File: config.mk
export PLATFORM = sky130hd
export DESIGN_NAME = alu_issue_stage
export DESIGN_NICKNAME = d
export VERILOG_FILES = /design/src/rtl/alu_issue_stage.sv
export SDC_FILE = /design/constraint.sdc
export NUM_CORES = 1
export LEC_CHECK = 0
export CORE_UTILIZATION = 45
export DETAILED_ROUTE_END_ITERATION = 8
export GPL_ROUTABILITY_DRIVEN = 0
export PLACE_DENSITY_LB_ADDON = 0.1
export RECOVER_POWER = 100
export SYNTH_ARGS = -nofsm -noshare
export SYNTH_HDL_FRONTEND = slang
export SYNTH_SLANG_ARGS = --single-unit
File: constraint.sdc
create_clock -name clk -period 3.5 [get_ports clk]
set_input_delay 0.7 -clock clk [delete_from_list [all_inputs] [get_ports clk]]
set_output_delay 0.7 -clock clk [all_outputs]
set_load 0.01 [all_outputs]
File: src/rtl/alu_issue_stage.sv
// ID/EX register for the 16-bit ALU: opcode map, operand forwarding,
// write-back capture while stalled, and the masked {N,V,Z} flag register.
module alu_issue_stage #(
    parameter int DW = 16,
    parameter int RW = 4
) (
    input  logic          clk,
    input  logic          rst,
    input  logic          stall,
    input  logic          flush,
    input  logic          id_valid,
    input  logic [3:0]    id_opcode,
    input  logic [RW-1:0] id_rs,
    input  logic [RW-1:0] id_rt,
    input  logic [RW-1:0] id_rd,
    input  logic [DW-1:0] id_rs_data,
    input  logic [DW-1:0] id_rt_data,
    input  logic [DW-1:0] id_imm,
    input  logic          id_use_imm,
    input  logic          id_reg_write,
    input  logic          exmem_reg_write,
    input  logic [RW-1:0] exmem_rd,
    input  logic [DW-1:0] exmem_result,
    input  logic          memwb_reg_write,
    input  logic [RW-1:0] memwb_rd,
    input  logic [DW-1:0] memwb_result,
    input  logic [2:0]    alu_flags,
    output logic [DW-1:0] alu_in1,
    output logic [DW-1:0] alu_in2,
    output logic [2:0]    alu_op,
    output logic          ex_valid,
    output logic [RW-1:0] ex_rd,
    output logic          ex_reg_write,
    output logic [2:0]    flag_reg
);

    logic [RW-1:0] rs_q, rt_q;
    logic [DW-1:0] rs_data_q, rt_data_q, imm_q;
    logic          use_imm_q;
    logic [3:0]    opcode_q;
    logic [2:0]    op_map;
    logic [2:0]    flag_mask;
    logic [DW-1:0] fwd_rs, fwd_rt;
    logic          cap_rs, cap_rt;

    always_comb begin
        op_map = 3'b000;
        case (id_opcode)
            4'd0:    op_map = 3'b000;
            4'd1:    op_map = 3'b001;
            4'd2:    op_map = 3'b011;
            4'd3:    op_map = 3'b010;
            4'd4:    op_map = 3'b100;
            4'd5:    op_map = 3'b101;
            4'd6:    op_map = 3'b110;
            4'd7:    op_map = 3'b111;
            default: op_map = 3'b000;
        endcase
    end

    // Bit order {N,V,Z}; logic/shift ops only touch Z
    always_comb begin
        flag_mask = 3'b000;
        case (opcode_q)
            4'd0, 4'd1:             flag_mask = 3'b111;
            4'd2, 4'd4, 4'd5, 4'd6: flag_mask = 3'b001;
            default:                flag_mask = 3'b000;
        endcase
    end

    function automatic logic [DW-1:0] fwd(
        input logic [RW-1:0] s,
        input logic [DW-1:0] held
    );
        if (s == '0)
            return '0;
        else if (exmem_reg_write && exmem_rd == s)
            return exmem_result;
        else if (memwb_reg_write && memwb_rd == s)
            return memwb_result;
        else
            return held;
    endfunction

    assign fwd_rs  = fwd(rs_q, rs_data_q);
    assign fwd_rt  = fwd(rt_q, rt_data_q);
    assign alu_in1 = fwd_rs;
    assign alu_in2 = use_imm_q ? imm_q : fwd_rt;

    // A stalled instruction must not lose a value that retires from MEM/WB meanwhile
    assign cap_rs = memwb_reg_write && memwb_rd != '0 && memwb_rd == rs_q;
    assign cap_rt = memwb_reg_write && memwb_rd != '0 && memwb_rd == rt_q;

    always_ff @(posedge clk or posedge rst) begin
        if (rst) begin
            ex_valid     <= 1'b0;
            ex_reg_write <= 1'b0;
            ex_rd        <= '0;
            rs_q         <= '0;
            rt_q         <= '0;
            rs_data_q    <= '0;
            rt_data_q    <= '0;
            imm_q        <= '0;
            use_imm_q    <= 1'b0;
            opcode_q     <= '0;
            alu_op       <= 3'b000;
        end else if (flush) begin
            ex_valid     <= 1'b0;
            ex_reg_write <= 1'b0;
        end else if (stall) begin
            if (cap_rs) rs_data_q <= memwb_result;
            if (cap_rt) rt_data_q <= memwb_result;
        end else begin
            ex_valid     <= id_valid;
            ex_reg_write <= id_valid & id_reg_write;
            ex_rd        <= id_rd;
            rs_q         <= id_rs;
            rt_q         <= id_rt;
            rs_data_q    <= id_rs_data;
            rt_data_q    <= id_rt_data;
            imm_q        <= id_imm;
            use_imm_q    <= id_use_imm;
            opcode_q     <= id_opcode;
            alu_op       <= op_map;
        end
    end

    always_ff @(posedge clk or posedge rst) begin
        if (rst)
            flag_reg <= 3'b000;
        else if (ex_valid && !stall)
            flag_reg <= (flag_reg & ~flag_mask) | (alu_flags & flag_mask);
    end

endmodule

==> results of run 1 <==
## per-stage QoR
stage	TNS [ns]	instance area (sq um)	setup slack [ns]
after global routing	-0.123	6210	-0.0221
after detailed placement	-4.49	6070	-0.183
final	0	6210	0.0712
after CTS	0	6240	0.110
after floorplan	0	4220	0.790
after global placement	-4.20	6070	-0.198
## power by group through the flow
stage | Combinational [mW] | Sequential (mW) | Clock (mW)
floorplan | 0.474 | 1.07 | 0
global placement | 0.946 | 1.07 | 0
global route | 0.952 | 1.08 | 0.795
CTS | 0.903 | 1.07 | 0.757
detailed placement | 0.965 | 1.08 | 0
finish | 0.877 | 1.07 | 0.742
## timing repair
| item | in CTS | in global routing |
|---|---|---|
| endpoints found under the setup margin | 32 | 1 |
| setup buffers | 0 | 1 |
| gates resized for setup | 32 | 1 |
| pin swaps | 2 | 1 |
## cells in the final DEF (no fill, tap or decap), types with 5 or more instances in the layout
cell,count
dlygate4sd2_1,32
o21ai_0,34
mux2i_1,65
buf_12,5
clkbuf_8,9
a211oi_1,15
o221ai_2,10
dlygate4sd3_1,14
nand2_1,52
nor2_1,21
o221ai_1,6
clkdlybuf4s50_1,112
mux2_2,36
inv_1,19
dfrtp_1,73
xor2_1,12
buf_4,12
## worst max-delay path: cells and delay by family
kind / cells / cell delay (ns)
AO/OA/AOI/OAI: 1 / 0.30
XOR/XNOR: 1 / 0.19
buffers and inverters: 3 / 0.93
multiplexers: 1 / 0.11
AND/OR/NAND/NOR: 2 / 0.51
## cell families after synthesis
logic type      after synthesis  synth area share (%)
mux                         101                  25.0
simple gates                 92                  10.3
compound gates               75                  13.3
flops                        73                  43.3
buf+inv                      46                  5.27
xor+xnor                     14                  2.90
## flip-flops by register name, indices dropped and copies added, names as in the netlist, named ones only
name	count
opcode_q	4
rs_data_q	16
rt_data_q	16
alu_op	3
use_imm_q	1
ex_valid	1
ex_reg_write	1
rt_q	4
imm_q	16
rs_q	4
ex_rd	4
## metal layers
metal / part of all wire, % / global-route usage (%) / vias up
li1: - / - / 1757
met1: 44 / 33.0 / 1763
met2: 50 / 44.8 / 108
met3: 5.4 / 4.89 / 11
met4: 1.0 / 7.12 / 0
met5: 0 / 0 / -
## Yosys cell counts (2+ instances only)
library cell / n / area (sq um)
a211oi_1: 16 / 120
a21oi_1: 3 / 15.0
buf_2: 10 / 50.1
buf_6: 3 / 33.8
clkbuf_1: 10 / 37.5
dfrtp_1: 73 / 1830
inv_1: 20 / 75.1
mux2_2: 36 / 405
mux2i_1: 65 / 651
nand2_1: 52 / 195
nand2_4: 2 / 22.5
nand2b_1: 3 / 18.8
nand3b_1: 2 / 15.0
nor2_1: 21 / 78.8
nor4_1: 3 / 18.8
nor4_4: 2 / 42.5
o21ai_0: 7 / 35.0
o21ai_1: 28 / 140
o221ai_1: 6 / 52.6
o221ai_2: 10 / 150
xnor2_1: 2 / 17.5
xor2_1: 12 / 105
## worst min-delay path by stage
stage | slack, ns | from | to | depth (start not counted)
after floorplan | 0.45 | rs_data_q[0]$_DFFE_PP0P_ | rs_data_q[0]$_DFFE_PP0P_ | 2
after global placement | 0.46 | rt_data_q[14]$_DFFE_PP0P_ | rt_data_q[14]$_DFFE_PP0P_ | 2
after detailed placement | 0.47 | rs_data_q[0]$_DFFE_PP0P_ | rs_data_q[0]$_DFFE_PP0P_ | 2
after CTS | 0.49 | rs_data_q[1]$_DFFE_PP0P_ | rs_data_q[1]$_DFFE_PP0P_ | 2
after global routing | 0.51 | rt_data_q[5]$_DFFE_PP0P_ | rt_data_q[5]$_DFFE_PP0P_ | 2
final | 0.49 | rs_data_q[2]$_DFFE_PP0P_ | rs_data_q[2]$_DFFE_PP0P_ | 2
## area by class of cell
type	instances	area (sq um)	area share, %
multi-input cells	282	2190	35.3
clock buffers	9	124	1.99
inverters	20	76.3	1.23
flip-flops and latches	73	1830	29.4
clock inverters	7	95.1	1.53
repair buffers	181	1770	28.4
well taps	108	135	2.17
==> results.ini, run 1 <==
[power_and_ir_drop]
p_total_mw=2.69
power.density_nw_per_um2=432
pwr-share-comb_pct=32.7
p_sw_mw=0.833
p_int_mw=1.85
seqPwrFrac_pct=39.7
clock_power_share_pct=27.6
power_leakage_nw=2.97
ir_worst_vdd_v=0.000265
sw_frac_of_total_pct=31.0

[cells_and_area]
diodes=0
fin_nets=683
drive_above_1_share_pct=16.4
fill_cells=703
fin_util_pct=69.9
fin_cells=680
areaGrowthSynthToFinish_pct=47.2

[routing]
drtIter0Drc=154
avgRoutedWirePerCell_um=17.8
first_pass_iters=4
drc=0
via_count=3639
avgViaCountPerCell=5.35
ant_nets=0
routed_wl_um=12100

[status]
outcome=finished clean

[clock_network]
path_clk_slew_ns=0.08
clock_latency_ns=0.35
hold_buffers=0
cts_tree=done
clockRootBuffer=clkbuf_8
cts_num_sinks=73
clockBufferDepth=2
cts_buffers=9
htreeDepth=3

[die]
dieArea_sq_um=9780
dieWidth_um=98.9
die_y_um=98.9
core_sq_um=8890
start_util_pct=47.5
io_pins=160
rows=34

[placed_design]
dp_hpwl_um=8630
io_buffers=159
dp.cells=663

[worst_setup_path]
cp_max_fo=4
endpoint=alu_in1[12]
critPathMaxStageDelay_ns=0.47
start_kind=input pin
required_ns=2.80
crit_type=input pin to primary output
worstPathCellList=clkdlybuf4s50_1 -> xor2_1 -> nor4_4 -> nand2_4 -> buf_12 -> mux2i_1 -> a211oi_1 -> dlygate4sd2_1
r2r_end=rs_data_q[4]$_DFFE_PP0P_
worst_path_max_delay_cell=clkdlybuf4s50_1
cp-end-kind=primary output
rr_startpoint=rs_q[0]$_DFFE_PP0P_
rrSetupSlack_ns=1.35
critPathArrivalTime_ns=2.73
critPathLaunch=memwb_rd[0]
r2r_cells=7

[global_routing]
gr-total-overflow=0
grt_max_degree=47
grt_usage_pct=25.8
first_global_vias=3865
grt_pass1_wl_um=19700
antenna_found_initial=0

[synth]
postSynthCellCount=401
ys.flop_type=dfrtp_1
synth-edff-count=0
synth_area_sq_um=4220
synth_seq_area_share_pct=43.3
synth-seq-cells=73
avgSynthCellArea_sq_um=10.5
synth.distinct_cells=37
postSynthNetCount=517
synth_warnings=0
ys_async_sr_fraction_pct=100

[timing]
fmax_ghz=0.292
min_period_ns=3.43
hold_viol=0
skew_ns=0.0201
timing.final.crit_share_pct=98.0
setup_viol=0
worstMarginPinSlew_ns=1.32
drv_slew=0
slew_headroom_pct=11.5
fin_hold_ws_ns=0.489

[hold_path]
hp-class=register to register

[flow_run]
drv_cap=0

(Power assumes the default switching activity.)
==> run 2: changes to the inputs <==
REMOVE_ABC_BUFFERS = 1   (was unset)
clock period = 3.3 ns   (was 3.5 ns; I/O delays follow)
==> results.ini, run 2 (synthesis gave the netlist of run 1 again) <==
[die]
core_sq_um=8890
dieArea_sq_um=9780
start_util_pct=47.5
io_pins=160
rows=34
dieWidth_um=98.9
die_y_um=98.9

[worst_setup_path]
crit_cells=10
cp-end-kind=primary output
crit_family=buffers and inverters
cp_max_fo=16
r2r_cells=5
start_kind=input pin
critPathMaxStageDelay_ns=0.41
rr_startpoint=rt_q[1]$_DFFE_PP0P_
crit_type=input pin to primary output
worstPathCellList=clkdlybuf4s50_1 -> clkbuf_1 -> inv_1 -> o22ai_1 -> a2111oi_2 -> buf_4 -> nand2_2 -> buf_12 -> o221ai_2 -> clkdlybuf4s15_1
critPathArrivalTime_ns=2.53
required_ns=2.64
worst_path_max_delay_cell=clkdlybuf4s50_1
critPathLaunch=exmem_rd[1]
cp.buffers_inverters=6

[clock_network]
path_clk_slew_ns=0.07
hold_buffers=0
cts_num_sinks=73
clock_latency_ns=0.35
cts_buffers=9
clockRootBuffer=clkbuf_8
cts_tree=done
htreeDepth=3
clockBufferDepth=2

[power_and_ir_drop]
seqPwrFrac_pct=38.8
ir_worst_vdd_v=0.000311
power_leakage_nw=2.95
clock_power_share_pct=29.9
pwr-share-comb_pct=31.3
power.density_nw_per_um2=471
p_sw_mw=0.864
p_int_mw=2.05
sw_frac_of_total_pct=29.6

[timing]
skew_ns=0.00986
slew_headroom_pct=8.62
min_period_ns=3.19
fmax_ghz=0.314
timing.final.crit_share_pct=96.6
setup_viol=0
drv_slew=0
worstMarginPinSlew_ns=1.37
hold_viol=0
rsz0062_at_grt=false

[routing]
drtIter0Drc=161
first_pass_iters=4
via_count=3683
avgRoutedWirePerCell_um=17.7
drc=0
routed_wl_um=12100
ant_nets=0
avgViaCountPerCell=5.40

[cells_and_area]
reg_top3=imm_q (16), rs_data_q (16), rt_data_q (16)
final_cell_mix=clkdlybuf4s50_1 (108), dfrtp_1 (73), mux2i_1 (65)
diodes=0
fin_nets=685
areaGrowthSynthToFinish_pct=46.6
drive_above_1_share_pct=17.4
fin_util_pct=69.6
fin_cells=682
final_common_cell=clkdlybuf4s50_1

[global_routing]
grt_max_degree=55
gr-total-overflow=0
first_global_vias=3983
grt_pass1_wl_um=19700
grt_usage_pct=26.2
antenna_found_initial=0

[hold_path]
hold_start=rt_data_q[6]$_DFFE_PP0P_
hp-class=register to register
hold_depth=2

[status]
outcome=finished clean

[placed_design]
dp_hpwl_um=8620
io_buffers=159
dp.cells=664

[flow_run]
drv_cap=0

run 2: cell count changes in the layout (fill, tap and decap cells not counted), moves of 2 or more:
| cell | before | now |
|---|---|---|
| dlygate4sd2_1 | 32 | 10 |
| buf_4 | 12 | 14 |
| clkdlybuf4s15_1 | 0 | 6 |
| dlymetal6s2s_1 | 0 | 4 |
| clkbuf_2 | 3 | 6 |
| clkinv_2 | 2 | 0 |
| clkdlybuf4s50_1 | 112 | 108 |
| clkbuf_1 | 2 | 15 |
| buf_12 | 5 | 3 |
| clkinv_4 | 2 | 0 |
run 2: layout make-up:
class / instances / area, sq um
clock buffer: 12 / 145
sequential: 73 / 1830
fill: 707 / 2700
clock inverter: 4 / 98.8
inverter: 20 / 76.3
timing repair buffer: 183 / 1710
tap: 108 / 135
multi-input combinational: 282 / 2200
run 2: power by group through the flow:
stage / Combinational, mW / Sequential (mW) / Clock [mW]
2_1_floorplan: 0.462 / 1.14 / 0
3_3_place_gp: 1.00 / 1.14 / 0
3_5_place_dp: 1.02 / 1.15 / 0
4_1_cts: 0.969 / 1.13 / 0.882
5_1_grt: 0.999 / 1.15 / 0.923
6_report: 0.913 / 1.13 / 0.872
run 2: final timing paths:
check | to | slack [ns]
setup / recovery | alu_in2[5] | 0.11
hold / removal | rt_data_q[6]$_DFFE_PP0P_ | 0.49
setup reg to reg | rt_data_q[7]$_DFFE_PP0P_ | 1.25
hold reg to reg | rt_data_q[6]$_DFFE_PP0P_ | 0.49
max in group asynchronous | rt_data_q[1]$_DFFE_PP0P_ | 0.61
min in group asynchronous | rs_data_q[7]$_DFFE_PP0P_ | 0.91
run 2: worst register-to-register path, delay by kind of cell, from the launching register on:
family | cells | cell delay (ns)
compound gates | 2 | 0.91
xor+xnor | 1 | 0.28
buf+inv | 1 | 0.15
flops | 1 | 0.46
simple gates | 1 | 0.09
run 2: through the flow:
| stage | hold slack (ns) | power (mW) | TNS [ns] | setup slack, ns | instance area, sq um |
|---|---|---|---|---|---|
| global placement | 0.465 | 2.14 | -9.79 | -0.350 | 6070 |
| CTS | 0.495 | 2.98 | 0 | 0.00371 | 6300 |
| floorplan | 0.450 | 1.60 | 0 | 0.499 | 4080 |
| finish | 0.489 | 2.92 | 0 | 0.113 | 6190 |
| global route | 0.508 | 3.07 | 0 | 0.0116 | 6190 |
| detailed placement | 0.476 | 2.17 | -11.06 | -0.423 | 6070 |
run 2: routing by layer:
layer / up-vias / global-route usage (%) / share of wire [%]
li1: 1767 / - / -
met1: 1775 / 32.5 / 44
met2: 121 / 45.1 / 49
met3: 20 / 5.67 / 5.6
met4: 0 / 8.96 / 1.5
met5: - / 0 / 0
run 2: repair_timing:
action                                  in CTS  in global routing
resized for setup                           54                 40
endpoints found under the setup margin      32                 32
setup buffers                                2                  0
pin swaps                                    6                  4
==> run 3: changes to the inputs <==
CAP_MARGIN = 20   (was unset)
==> results of run 3 <==
Final layout, timing and power as in run 2 (identical DEF).
